==> config.mk <==
export PLATFORM = sky130hd
export DESIGN_NAME = spi_readback_ctrl
export DESIGN_NICKNAME = d
export VERILOG_FILES = /design/src/rtl/spi_readback_ctrl.sv
export SDC_FILE = /design/constraint.sdc
export NUM_CORES = 1
export LEC_CHECK = 0
export ABC_AREA = 1
export CORE_ASPECT_RATIO = 0.75
export CORE_MARGIN = 8
export CORE_UTILIZATION = 40
export CTS_BUF_LIST = sky130_fd_sc_hd__clkbuf_16
export DETAILED_ROUTE_END_ITERATION = 10
export GPL_ROUTABILITY_DRIVEN = 0
export GPL_TIMING_DRIVEN = 0
export PLACE_DENSITY = 0.67
export SYNTH_ARGS = -nofsm -noshare
export SYNTH_HDL_FRONTEND = slang
export SYNTH_SLANG_ARGS = --single-unit
==> constraint.sdc <==
create_clock -name clk -period 7.1 [get_ports clk]
set_input_delay 1.42 -clock clk [delete_from_list [all_inputs] [get_ports clk]]
set_output_delay 1.42 -clock clk [all_outputs]
set_load 0.005 [all_outputs]
==> src/rtl/spi_readback_ctrl.sv <==
// SPI status-readback sequencer: freezes a tagged snapshot of the live status on each
// chip-select assertion, counts SPI bits and classifies each frame for the fabric.
module spi_readback_ctrl #(
    parameter int WIDTH   = 48,
    parameter int TIMEOUT = 1000
) (
    input  logic             clk,
    input  logic             reset,
    input  logic             spi_clk,
    input  logic             cs_n,
    input  logic             upd_valid,
    input  logic [WIDTH-9:0] upd_data,
    output logic [WIDTH-1:0] snapshot,
    output logic             busy,
    output logic             frame_ok,
    output logic             frame_err,
    output logic [1:0]       err_code,
    output logic [7:0]       frame_cnt
);

    typedef enum logic [1:0] {
        IDLE   = 2'd0,
        ACTIVE = 2'd1,
        ABORT  = 2'd2
    } state_t;

    localparam logic [8:0]  BIT_TARGET = 9'(WIDTH);
    localparam logic [8:0]  BIT_MAX    = 9'd511;
    localparam logic [15:0] TMO_LAST   = 16'(TIMEOUT - 1);

    state_t           state;
    logic [2:0]       cs_sync;
    logic [2:0]       sck_sync;
    logic [WIDTH-9:0] live;
    logic [8:0]       bit_cnt;
    logic [15:0]      tmo_cnt;

    logic       cs_fall;
    logic       cs_rise;
    logic       sck_rise;
    logic [8:0] bit_next;

    // Chains reset to 0, so a cs_n held low through reset release never looks like a fall.
    always_ff @(posedge clk or posedge reset) begin
        if (reset) begin
            cs_sync  <= 3'b000;
            sck_sync <= 3'b000;
        end else begin
            // NOTE: every clocked register uses <= so all flops sample pre-edge values.
            cs_sync  <= {cs_sync[1:0], cs_n};
            sck_sync <= {sck_sync[1:0], spi_clk};
        end
    end

    // Bit index: [0] = s0, [1] = s1, [2] = s2.
    assign cs_fall  =  cs_sync[2]  & ~cs_sync[1];
    assign cs_rise  = ~cs_sync[2]  &  cs_sync[1];
    assign sck_rise = ~sck_sync[2] &  sck_sync[1];

    // An edge arriving with cs_rise is counted before the frame is classified.
    assign bit_next = (sck_rise && bit_cnt != BIT_MAX) ? bit_cnt + 9'd1 : bit_cnt;

    always_ff @(posedge clk or posedge reset) begin
        if (reset) begin
            live <= '0;
        end else if (upd_valid) begin
            live <= upd_data;
        end
    end

    always_ff @(posedge clk or posedge reset) begin
        if (reset) begin
            state     <= IDLE;
            snapshot  <= '0;
            busy      <= 1'b0;
            frame_ok  <= 1'b0;
            frame_err <= 1'b0;
            err_code  <= 2'b00;
            frame_cnt <= 8'd0;
            bit_cnt   <= 9'd0;
            tmo_cnt   <= 16'd0;
        end else begin
            frame_ok  <= 1'b0;
            frame_err <= 1'b0;
            unique case (state)
                IDLE: begin
                    if (cs_fall) begin
                        snapshot  <= {frame_cnt, (upd_valid ? upd_data : live)};
                        frame_cnt <= frame_cnt + 8'd1;
                        bit_cnt   <= 9'd0;
                        tmo_cnt   <= 16'd0;
                        busy      <= 1'b1;
                        state     <= ACTIVE;
                    end
                end
                ACTIVE: begin
                    bit_cnt <= bit_next;
                    if (cs_rise) begin
                        busy  <= 1'b0;
                        state <= IDLE;
                        if (bit_next == BIT_TARGET) begin
                            frame_ok <= 1'b1;
                            err_code <= 2'b00;
                        end else begin
                            frame_err <= 1'b1;
                            err_code  <= (bit_next < BIT_TARGET) ? 2'b01 : 2'b10;
                        end
                    end else if (sck_rise) begin
                        tmo_cnt <= 16'd0;
                    end else if (tmo_cnt == TMO_LAST) begin
                        frame_err <= 1'b1;
                        err_code  <= 2'b11;
                        state     <= ABORT;
                    end else begin
                        tmo_cnt <= tmo_cnt + 16'd1;
                    end
                end
                ABORT: begin
                    if (cs_rise) begin
                        busy  <= 1'b0;
                        state <= IDLE;
                    end
                end
                default: begin
                    busy  <= 1'b0;
                    state <= IDLE;
                end
            endcase
        end
    end

endmodule

==> Yosys cells after proc, flatten, opt, wreduce, memory -nomap -nowiden <==
Index checks and enable logic that the tools add are counted.
{ "totals": {"out_inout_bits": 61, "input_bits": 45, "regBits": 134, "word_cells": 77} }
{ "classes": {"eq_ne": 13, "n_mux": 31, "n_bitwise": 6, "n_reduce_logical": 11, "add_sub_neg": 3, "n_lt_le_gt_ge": 1} }
{ "op_table": {"columns": ["op", "n"], "rows": [
  ["two-way mux 16 bit", 4],
  ["two-way mux 40 bit", 1],
  ["case mux 16 bit (2 select lines)", 1],
  ["two-way mux 2 bit", 10],
  ["two-way mux 9 bit", 2],
  ["case mux 9 bit (2 select lines)", 1],
  ["adder 16 x 1 -> 16 bit (second input constant)", 1],
  ["equality test 16 x 10 -> 1 bit (second input constant)", 1],
  ["two-way mux 1 bit", 10],
  ["adder 9 x 1 -> 9 bit (second input constant)", 1],
  ["equality test 9 x 6 -> 1 bit (second input constant)", 1],
  ["< comparator 9 x 6 -> 1 bit (second input constant)", 1],
  ["!= test 3 bit (second input constant)", 3],
  ["!= test 9 bit (second input constant)", 1],
  ["adder 8 x 1 -> 8 bit (second input constant)", 1],
  ["!= test 2 bit (second input constant)", 4],
  ["AND reduction 4 bit", 2],
  ["case mux 2 bit (3 select lines)", 1],
  ["AND reduction 2 bit", 3],
  ["nonzero test 2 bit", 2],
  ["AND 1 bit", 3],
  ["NOT 1 bit", 3],
  ["AND reduction 3 bit", 1],
  ["equality test 2 x 1 -> 1 bit (second input constant)", 1],
  ["6 further kinds", 6]
]} }

==> Depth between registers and ports, before layout <==
Gate-level depths: netlist (run 1).
{ "logic_depth": {"word_depth": 8, "mapped_depth": 14, "depth_no_buf": 14} }

==> Worst setup path before layout (run 1) <==
Ideal clock, no wire load.
{ "synth_path": {"kind": "input -> register", "startpoint": "input upd_valid", "endpoint": "register snapshot[0]", "arrival_time_ps": 2213, "t_required_ps": 6983, "setup_slack_ps": 4770, "setup_time_ps": 117, "n_path_buf": 1, "path_stages": 4, "path_cell_list": "buf_1 -> mux2_2 -> nand2_1 -> nand2_1"} }
{ "synth_via": {"elab_chain_len": 1} }
{ "synth_lines": {"columns": ["item", "line_no", "source"], "rows": [
  ["start: declaration", "11", "input logic upd_valid,"],
  ["two-way mux 40 bit", null, null],
  ["end signal: assignment", "88", "snapshot <= {frame_cnt, (upd_valid ? upd_data : live)};"],
  ["end: declaration", "13", "output logic [WIDTH-1:0] snapshot,"]
]} }
No other way between the ends.
A chain may end at the register's enable or synchronous reset.

==> Worst setup path after layout (run 1) <==
{ "layout_path": {"startpoint": "register frame_cnt[4]", "endpoint": "output frame_cnt[4]"} }
{ "layout_rtl": {"columns": ["item", "line_no", "source"], "rows": [
  ["start: declaration", "18", "output logic [7:0] frame_cnt"],
  ["start signal: assignment", "89", "frame_cnt <= frame_cnt + 8'd1;"]
]} }
No word-level cell between the ends.

==> impl_metrics.tcl, run 1 <==
set metrics [dict create \
    syn_area_mm2 0.00589 \
    vias 4650 \
    clockRootBuffer "clkbuf_16" \
    endpoint_kind "output pin" \
    ys_ff_latch 134 \
    rsz0062_at_grt "false" \
    tightest_slew_ns 0.603 \
    ios 106 \
    drc 0 \
    tns_ns 0 \
    drv_cap 0 \
    final_hold_viol_count 0 \
    drtIter0Drc 254 \
    setup_viol 0 \
    grt_pass1_wl_um 24400 \
    wire_per_inst_um 15.0 \
    drv_slew 0 \
    vdd_drop_max_v 0.000175 \
    cts-htree-levels 4 \
    gr-total-overflow 0 \
    syn_to_final_growth_pct 33.1 \
    critPathLaunchType "register" \
    critPathTopFamily "buffers and inverters" \
    drive_gt1_share_pct 13.5 \
    antenna_found_initial 0 \
    track_usage_pct 16.2 \
    hold_slack_ns 0.348 \
    clk_path_buf_depth 2 \
    cp.arrival_ns 1.41 \
    cts_hold_buf 0 \
    grt_pass1_vias 4910 \
    min_period_ns 2.83 \
    fmax_mhz 353 \
    max-slew-margin-rel_pct 59.8 \
    crit_chain "clkdlybuf4s50_1" \
    synth.most_common_cell "nand2_1" \
    power_density_mw_per_mm2 353 \
    yosysUniqueCellTypes 30 \
    fp.coreArea_mm2 0.0144 \
    synthCells 632 \
    synth_edf_count 0 \
    ant_nets 0 \
    fin_nets 808 \
    numPortBuffers 104 \
    critPathSlowestCell "clkdlybuf4s50_1" \
    required_ns 5.68 \
    cts_buffers 17 \
    outcome "finished, final reports clean" \
    dp_hpwl_um 10500 \
    yosys_warnings 0 \
    row_count 38 \
    synth_async_sr_flop_share_pct 100 \
    finalClockSkew_ns 0.00855 \
    synth_common_cells "234 x nand2_1, 134 x dfrtp_1, 46 x inv_1" \
    grt_max_degree 86 \
    synth_area_leaders "dfrtp_1 57%, nand2_1 15%, mux2_2 7.6%, nand3_1 3.0%, inv_1 2.9%" \
    crit_fanout 5 \
    synth_fp_nets 684 \
    yosysSeqAreaShare_pct 56.9 \
    clock_latency_ns 0.42 \
    leakagePower_nw 3.67 \
    initial_core_util_pct 40.9 \
    die_h_um 121 \
    cts.clk_slew.worst_paths_ns 0.06 \
    viasPerCell 4.80 \
    min_period_over_period_pct 39.9 \
    cts_tree "yes" \
    syn_avg_cell_area_um2 9.32 \
    dr.pass1.iters 5 \
    hold_class "register to register" \
    die_x_um 156 \
    synth.top_cell.area_share_pct 56.9 \
    critPathBufInv 1 \
    wl_um 14500 \
    ys.flop_type "dfrtp_1" \
    antennaDiodeCount 0 \
    clock_sinks 134 \
    max_stage_delay_ns 0.54 \
    postCtsSetupBuffers 0 \
    synth_largest_area_cell "dfrtp_1" \
    die-area_mm2 0.0189 \
    ctsResizeCount 0 \
    setup.worst_path.class "register to output pin" \
]
flip-flops by register name, indices dropped and copies added (netlist names):
register / cells
tmo_cnt: 16
cs_sync: 3
frame_err: 1
err_code: 2
frame_cnt: 8
state: 2
snapshot: 48
frame_ok: 1
live: 40
bit_cnt: 9
busy: 1
sck_sync: 3
path summary, 6_finish.rpt:
kind	cells after the start	startpoint	endpoint	slack, ns
min in group asynchronous	2	reset	tmo_cnt[14]	1.41
hold / removal	0	cs_sync[0]	cs_sync[1]	0.35
max in group asynchronous	3	reset	live[1]	4.94
hold reg to reg	0	cs_sync[0]	cs_sync[1]	0.35
setup reg to reg	14	bit_cnt[0]	err_code[1]	4.57
setup / recovery	1	frame_cnt[4]	frame_cnt[4]	4.27
final cells by class:
| type | count | area (um^2) |
|---|---|---|
| Clock inverter | 14 | 199 |
| Buffer | 19 | 88.8 |
| Multi-Input combinational cell | 428 | 2260 |
| Fill cell | 1264 | 6570 |
| Tap cell | 200 | 250 |
| Sequential cell | 134 | 3350 |
| Clock buffer | 17 | 425 |
| Timing Repair Buffer | 105 | 1070 |
| Inverter | 51 | 196 |
layout by cell type (no fill, tap or decap), drive strengths merged, types with 8 or more instances in the layout:
cell type      synthesis  routed
inv                   51      55
nor3                   8       8
nand3                 35      35
nand2                240     240
mux2                  40      40
dfrtp                134     134
clkdlybuf4s50          0     104
nor2                  43      43
xor2                  11      11
buf                   11      12
o21ai                 20      20
clkbuf                 8      25
layer usage:
layer  share of wire (%)  vias up  global-route usage [%]
met1                  45     2256                    20.3
met4                 1.6        0                    5.99
li1                    -     2255                       -
met3                 6.1       17                    4.52
met2                  47      122                    26.5
met5                   0        -                       0
kinds of logic after synthesis:
| family | Yosys count | synth area share, % |
|---|---|---|
| XOR/XNOR | 13 | 1.93 |
| AND/OR/NAND/NOR | 339 | 23.8 |
| flip-flops | 134 | 56.9 |
| adder cells (fa/ha/maj) | 7 | 1.49 |
| multiplexers | 40 | 7.65 |
| AO/OA/AOI/OAI | 29 | 3.40 |
| buffers and inverters | 70 | 4.76 |
metrics by stage:
step / power (W) / instances / setup WS [ns] / cell area [um^2] / utilization (%)
3_3_place_gp: 0.00183 / 936 / 0.347 / 7180 / 49.8
5_1_grt: 0.00292 / 968 / 4.21 / 7840 / 54.4
4_1_cts: 0.00280 / 968 / 4.26 / 7840 / 54.4
6_report: 0.00276 / 968 / 4.27 / 7840 / 54.4
3_5_place_dp: 0.00185 / 937 / 4.42 / 7210 / 50.1
2_1_floorplan: 0.00141 / 632 / 2.10 / 5890 / -
power breakdown:
part / total [W] / switching [W] / internal, W
Combinational: 0.000782 / 0.000378 / 0.000404
Sequential: 0.00105 / 0.000107 / 0.000943
Clock: 0.000931 / 0.000341 / 0.000589
(Power assumes the default switching activity.)
==> inputs of run 2 (changes only) <==
==> constraint.sdc (replaced) <==
create_clock -name clk -period 2.97 [get_ports clk]
set_input_delay 0.594 -clock clk [delete_from_list [all_inputs] [get_ports clk]]
set_output_delay 0.594 -clock clk [all_outputs]
set_load 0.005 [all_outputs]
==> impl_metrics.tcl, run 2 (same netlist as run 1, synthesis figures left out) <==
set metrics [dict create \
    antennaDiodeCount 0 \
    vias 4717 \
    ctsResizeCount 0 \
    drive_gt1_share_pct 13.6 \
    leakagePower_nw 3.66 \
    die_x_um 156 \
    tns_ns 0 \
    ios 106 \
    vdd_drop_max_v 0.000428 \
    crit_chain "ha_1, nand3_1, nor4_1, ha_1, inv_1, nand3_1, nor2_1, nand3_1, nand2_1, nand2_1, nor2_1, nand3_1, nand3_1, nand2_1" \
    fillCellCount 1262 \
    syn_to_final_growth_pct 32.7 \
    min_period_ns 2.51 \
    met1_usage_pct 20.8 \
    r2r_start "bit_cnt[0]" \
    crit_fanout 6 \
    setup.worst_path.class "register to register" \
    ant_nets 0 \
    grt_pass1_wl_um 24300 \
    clock_latency_ns 0.42 \
    numPortBuffers 104 \
    min_path_cells 0 \
    final_hold_viol_count 0 \
    r2r_slack_ns 0.46 \
    critPathTopFamily "simple AND/OR/NAND/NOR gates" \
    dp_cells 939 \
    dp_hpwl_um 10800 \
    endpoint_kind "register" \
    hold_path.startpoint "sck_sync[0]" \
    dpl_cell_area_mm2 0.00724 \
    viasPerCell 4.86 \
    cts_hold_buf 0 \
    die_h_um 121 \
    antenna_found_initial 0 \
    power_w 0.00642 \
    setup_viol 0 \
    mostFrequentLayoutCell "nand2_1" \
    fp.coreArea_mm2 0.0144 \
    multi_input_area_mm2 0.00226 \
    busiest_layer "met2" \
    crit_top_cell "nand3_1" \
    stdcell_area_mm2 0.00781 \
    die-area_mm2 0.0189 \
    finalNonFillerCells 971 \
    row_count 38 \
    clockRootBuffer "clkbuf_16" \
    drv_cap 0 \
    layout.area.seq_mm2 0.00335 \
    max_stage_delay_ns 0.42 \
    required_ns 3.27 \
    hold_slack_ns 0.348 \
    rsz0062_at_grt "false" \
    clock_sinks 134 \
    reg2regPathDepth 14 \
    gr-total-overflow 0 \
    drv_slew 0 \
    drtIter0Drc 285 \
    top_regs "snapshot x48, live x40, tmo_cnt x16" \
    critPathLaunchType "register" \
    grt_pass1_vias 4823 \
    tightest_slew_ns 0.620 \
    hold_class "register to register" \
    power_density_mw_per_mm2 822 \
    dr.pass1.iters 7 \
    largest_reg_flops 48 \
    holdPathEnd "sck_sync[1]" \
    cts-htree-levels 4 \
    track_usage_pct 16.3 \
    finalClockSkew_ns 0.00970 \
    drc 0 \
    cts_tree "yes" \
    cts_buffers 17 \
    initial_core_util_pct 40.9 \
    cts.clk_slew.worst_paths_ns 0.06 \
    cp.arrival_ns 2.82 \
    rr_endpoint "err_code[1]" \
    wire_per_inst_um 15.0 \
    fmax_mhz 398 \
    layout_common_cells "234 x nand2_1, 134 x dfrtp_1, 104 x clkdlybuf4s50_1, 45 x inv_1, 40 x mux2_2" \
    fin_nets 810 \
    grt_max_degree 43 \
    wl_um 14600 \
    gr-usage-met3_pct 4.45 \
    use_met2_pct 26.0 \
    min_period_over_period_pct 84.6 \
    regMostFlops "snapshot" \
    max-slew-margin-rel_pct 58.7 \
    critPathBufInv 1 \
    clk_path_buf_depth 2 \
    postCtsSetupBuffers 0 \
    outcome "finished, final reports clean" \
    critPathSlowestCell "dfrtp_1" \
]
## run 2: cell types whose count changed in the layout (fill, tap and decap cells not counted)
cell	change
buf_12	+3
bufinv_16	-3
clkinv_4	+3
clkinv_1	+2
buf_16	-1
clkinv_2	-1
clkinvlp_4	-1
inv_8	+1
## run 2: worst max-delay path by stage
stage,startpoint,cells after the start,to,slack [ns]
3_3_place_gp,reset,2,snapshot[45],-0.43
2_1_floorplan,reset,1,bit_cnt[0],0.71
6_report,bit_cnt[0],14,err_code[1],0.46
4_1_cts,bit_cnt[0],14,err_code[1],0.47
3_5_place_dp,bit_cnt[0],14,err_code[1],0.49
5_1_grt,bit_cnt[0],14,err_code[1],0.30
## run 2: power breakdown
group	switching, W	total, W	internal [W]	leakage (nW)
Sequential	0.000261	0.00252	0.00225	1.68
Clock	0.000850	0.00202	0.00117	0.272
Combinational	0.000917	0.00189	0.000971	1.71
Total	0.00203	0.00642	0.00439	3.66
## run 2: area by class of cell
type	count	area share, %
clock inverters	15	1.83
multi-input cells	428	28.9
plain buffers	19	1.14
flip-flops and latches	134	42.9
inverters	51	2.50
well taps	200	3.20
repair buffers	107	14.1
clock buffers	17	5.45
## run 2: routing by layer
| metal | wire (um) | part of all wire (%) | up-vias |
|---|---|---|---|
| met5 | 0 | 0 | - |
| met4 | 170 | 1.2 | 0 |
| met3 | 823 | 5.6 | 14 |
| met2 | 6990 | 48 | 116 |
| met1 | 6600 | 45 | 2332 |
| li1 | - | - | 2255 |
## run 2: worst register-to-register path, stage by stage, from the launching register on
cell and delay, ns:
dfrtp_1 0.42, ha_1 0.25, nand3_1 0.13, nor4_1 0.07, ha_1 0.19, inv_1 0.09
nand3_1 0.20, nor2_1 0.34, nand3_1 0.14, nand2_1 0.14, nand2_1 0.06, nor2_1 0.15
nand3_1 0.09, nand3_1 0.09, nand2_1 0.05
## run 2: metrics by stage
stage	util (%)	setup slack (ns)
after CTS	54.2	0.474
after floorplan	-	0.711
final	54.2	0.458
after detailed placement	50.3	0.495
after global placement	49.9	-0.434
after global routing	54.2	0.302
==> patch, RTL diff (config.mk and constraints of run 2) <==
Change the localparam `BIT_MAX` from 9'd511 to 9'd255.
--- a/src/rtl/spi_readback_ctrl.sv
+++ b/src/rtl/spi_readback_ctrl.sv
@@ -25,7 +25,7 @@
     } state_t;
 
     localparam logic [8:0]  BIT_TARGET = 9'(WIDTH);
-    localparam logic [8:0]  BIT_MAX    = 9'd511;
+    localparam logic [8:0]  BIT_MAX    = 9'd255;
     localparam logic [15:0] TMO_LAST   = 16'(TIMEOUT - 1);
 
     state_t           state;
Function: same outputs for any inputs over 10 cycles, from zero or initial values and one cycle with reset high; that may be too few to reach the edited logic, so the function may still have changed.
==> patch against run 2 <==
  * Area after synthesis decreased by 0.40%
  * Die area shrank 0.36%
  * Sequential cell count did not move
  * Final cell count down 0.72%
  * Setup slack improved by 0.068 ns
  * Worst hold slack improved by 0.014 ns
  * Power increased by 1.2%
  * Routed wire length shrank 2.1%
  * Non-clock buffer count is 2 higher
  * Highest routed layer unchanged
  * Sequential power hardly changed
  * Final area is essentially flat
==> patch: results (changes against run 2) <==
* DR iter-0 viols at 237 (was 285)
* Synth Area in Adders at 1.493% (was 1.487%)
* Path depth of the worst reg2reg path at 15 (was 14)
* Hold path start: cs_sync[0] (was sck_sync[0])
* Vias in the first global route at 4858 (was 4823)
* Final Routed Wirelength at 14290 µm (was 14590 µm)
* Max incr delay on CP at 0.42 ns (about the same)
* Worst slack, placed at 0.5807 ns (was 0.4950 ns)
* Post-cts gate resize count at 0 (unchanged)
* Synth unique cells at 32 (was 30)
* Post-synthesis xor/xnor area fraction at 1.642% (was 1.933%)
* Post-synthesis sequential area ratio at 57.17% (was 56.94%)
* Internal Dissipation at 4.495 mW (was 4.393 mW)
* Post-DP HPWL at 10400 µm (was 10770 µm)
* Peak supply drop at 0.5110 mV (was 0.4279 mV)
* Main synth FF type: dfrtp_1 (unchanged)
* Critical path peak fanout at 8 (was 6)
* Sequential share of power at 38.9% (was 39.2%)
* Total GRT Usage at 16.10% (was 16.25%)
* Relative slew slack at 54.62% (was 58.68%)
* Worst Skew at 0.006902 ns (was 0.009699 ns)
* Syn nets at 677 (was 684)
* First-pass GRT wire length at 24290 µm (was 24330 µm)
* Synth top area cells: dfrtp_1 (57%), nand2_1 (14%), mux2_2 (7.7%), nand3_1 (3.2%), inv_1 (2.8%) (was dfrtp_1 (57%), nand2_1 (15%), mux2_2 (7.6%), nand3_1 (3.0%), inv_1 (2.9%))
* Clk pwr share at 32.3% (was 31.4%)
* Drt first pass iters at 4 (was 7)
* CP Class: reg -> reg (unchanged)
* WP data arrival at 2.75 ns (was 2.82 ns)
* Drt wl/cell at 14.82 µm (was 15.02 µm)
* DP Cell Count at 932 (was 939)
* Layout cells sized above 1 at 14.40% (was 13.62%)
* Hold endpoint: cs_sync[1] (was sck_sync[1])
* TritonCTS Buffers at 17 (unchanged)
* Cells after synthesis at 625 (was 632)
* Placed instance area at 7228 µm² (was 7244 µm²)
* Synth Area in Compound Gates at 3.520% (was 3.399%)
* Synth cell count leaders: nand2_1 (220), dfrtp_1 (134), inv_1 (43) (was nand2_1 (234), dfrtp_1 (134), inv_1 (46))
* R2R Setup Slk at 0.53 ns (was 0.46 ns)
* Largest net degree at the start of global routing at 45 (was 43)
* Leakage power at 3.620 nW (was 3.660 nW)
* DRC errors left at 0 (unchanged)
* Hold Worst Slack at 0.3626 ns (was 0.3483 ns)
* Fill cells at 1243 (was 1262)
* Post-synthesis mux area share at 7.679% (was 7.648%)
* FF-to-FF Start: bit_cnt[1] (was bit_cnt[0])
* Via Count at 4591 (was 4717)
* Fmax at 0.4092 GHz (was 0.3981 GHz)
* Status: finished clean (unchanged)
* Net count, final at 803 (was 810)
==> patch: layer usage <==
layer | vias up | share of wire (%) | track usage [%]
li1 | 2258 | - | -
met1 | 2217 | 48 | 20.92
met2 | 103 | 45 | 24.76
met3 | 13 | 6.5 | 6.014
met4 | 0 | 0.90 | 4.595
met5 | - | 0 | 0
==> patch: layout make-up <==
class | instances | area [µm²] | share of cell area, %
plain buffers | 21 | 123.9 | 1.584
inverters | 51 | 197.7 | 2.528
clock inverters | 15 | 166.4 | 2.128
flip-flops and latches | 134 | 3353 | 42.88
multi-input cells | 419 | 2195 | 28.06
clock buffers | 17 | 425.4 | 5.440
repair buffers | 107 | 1109 | 14.18
well taps | 200 | 250.2 | 3.200
==> patch: critical path, delay by kind of cell, from the launching register on <==
family | cells | cell delay [ns]
simple gates | 11 | 1.30
flops | 1 | 0.42
buf+inv | 2 | 0.15
fa+ha+maj | 2 | 0.47
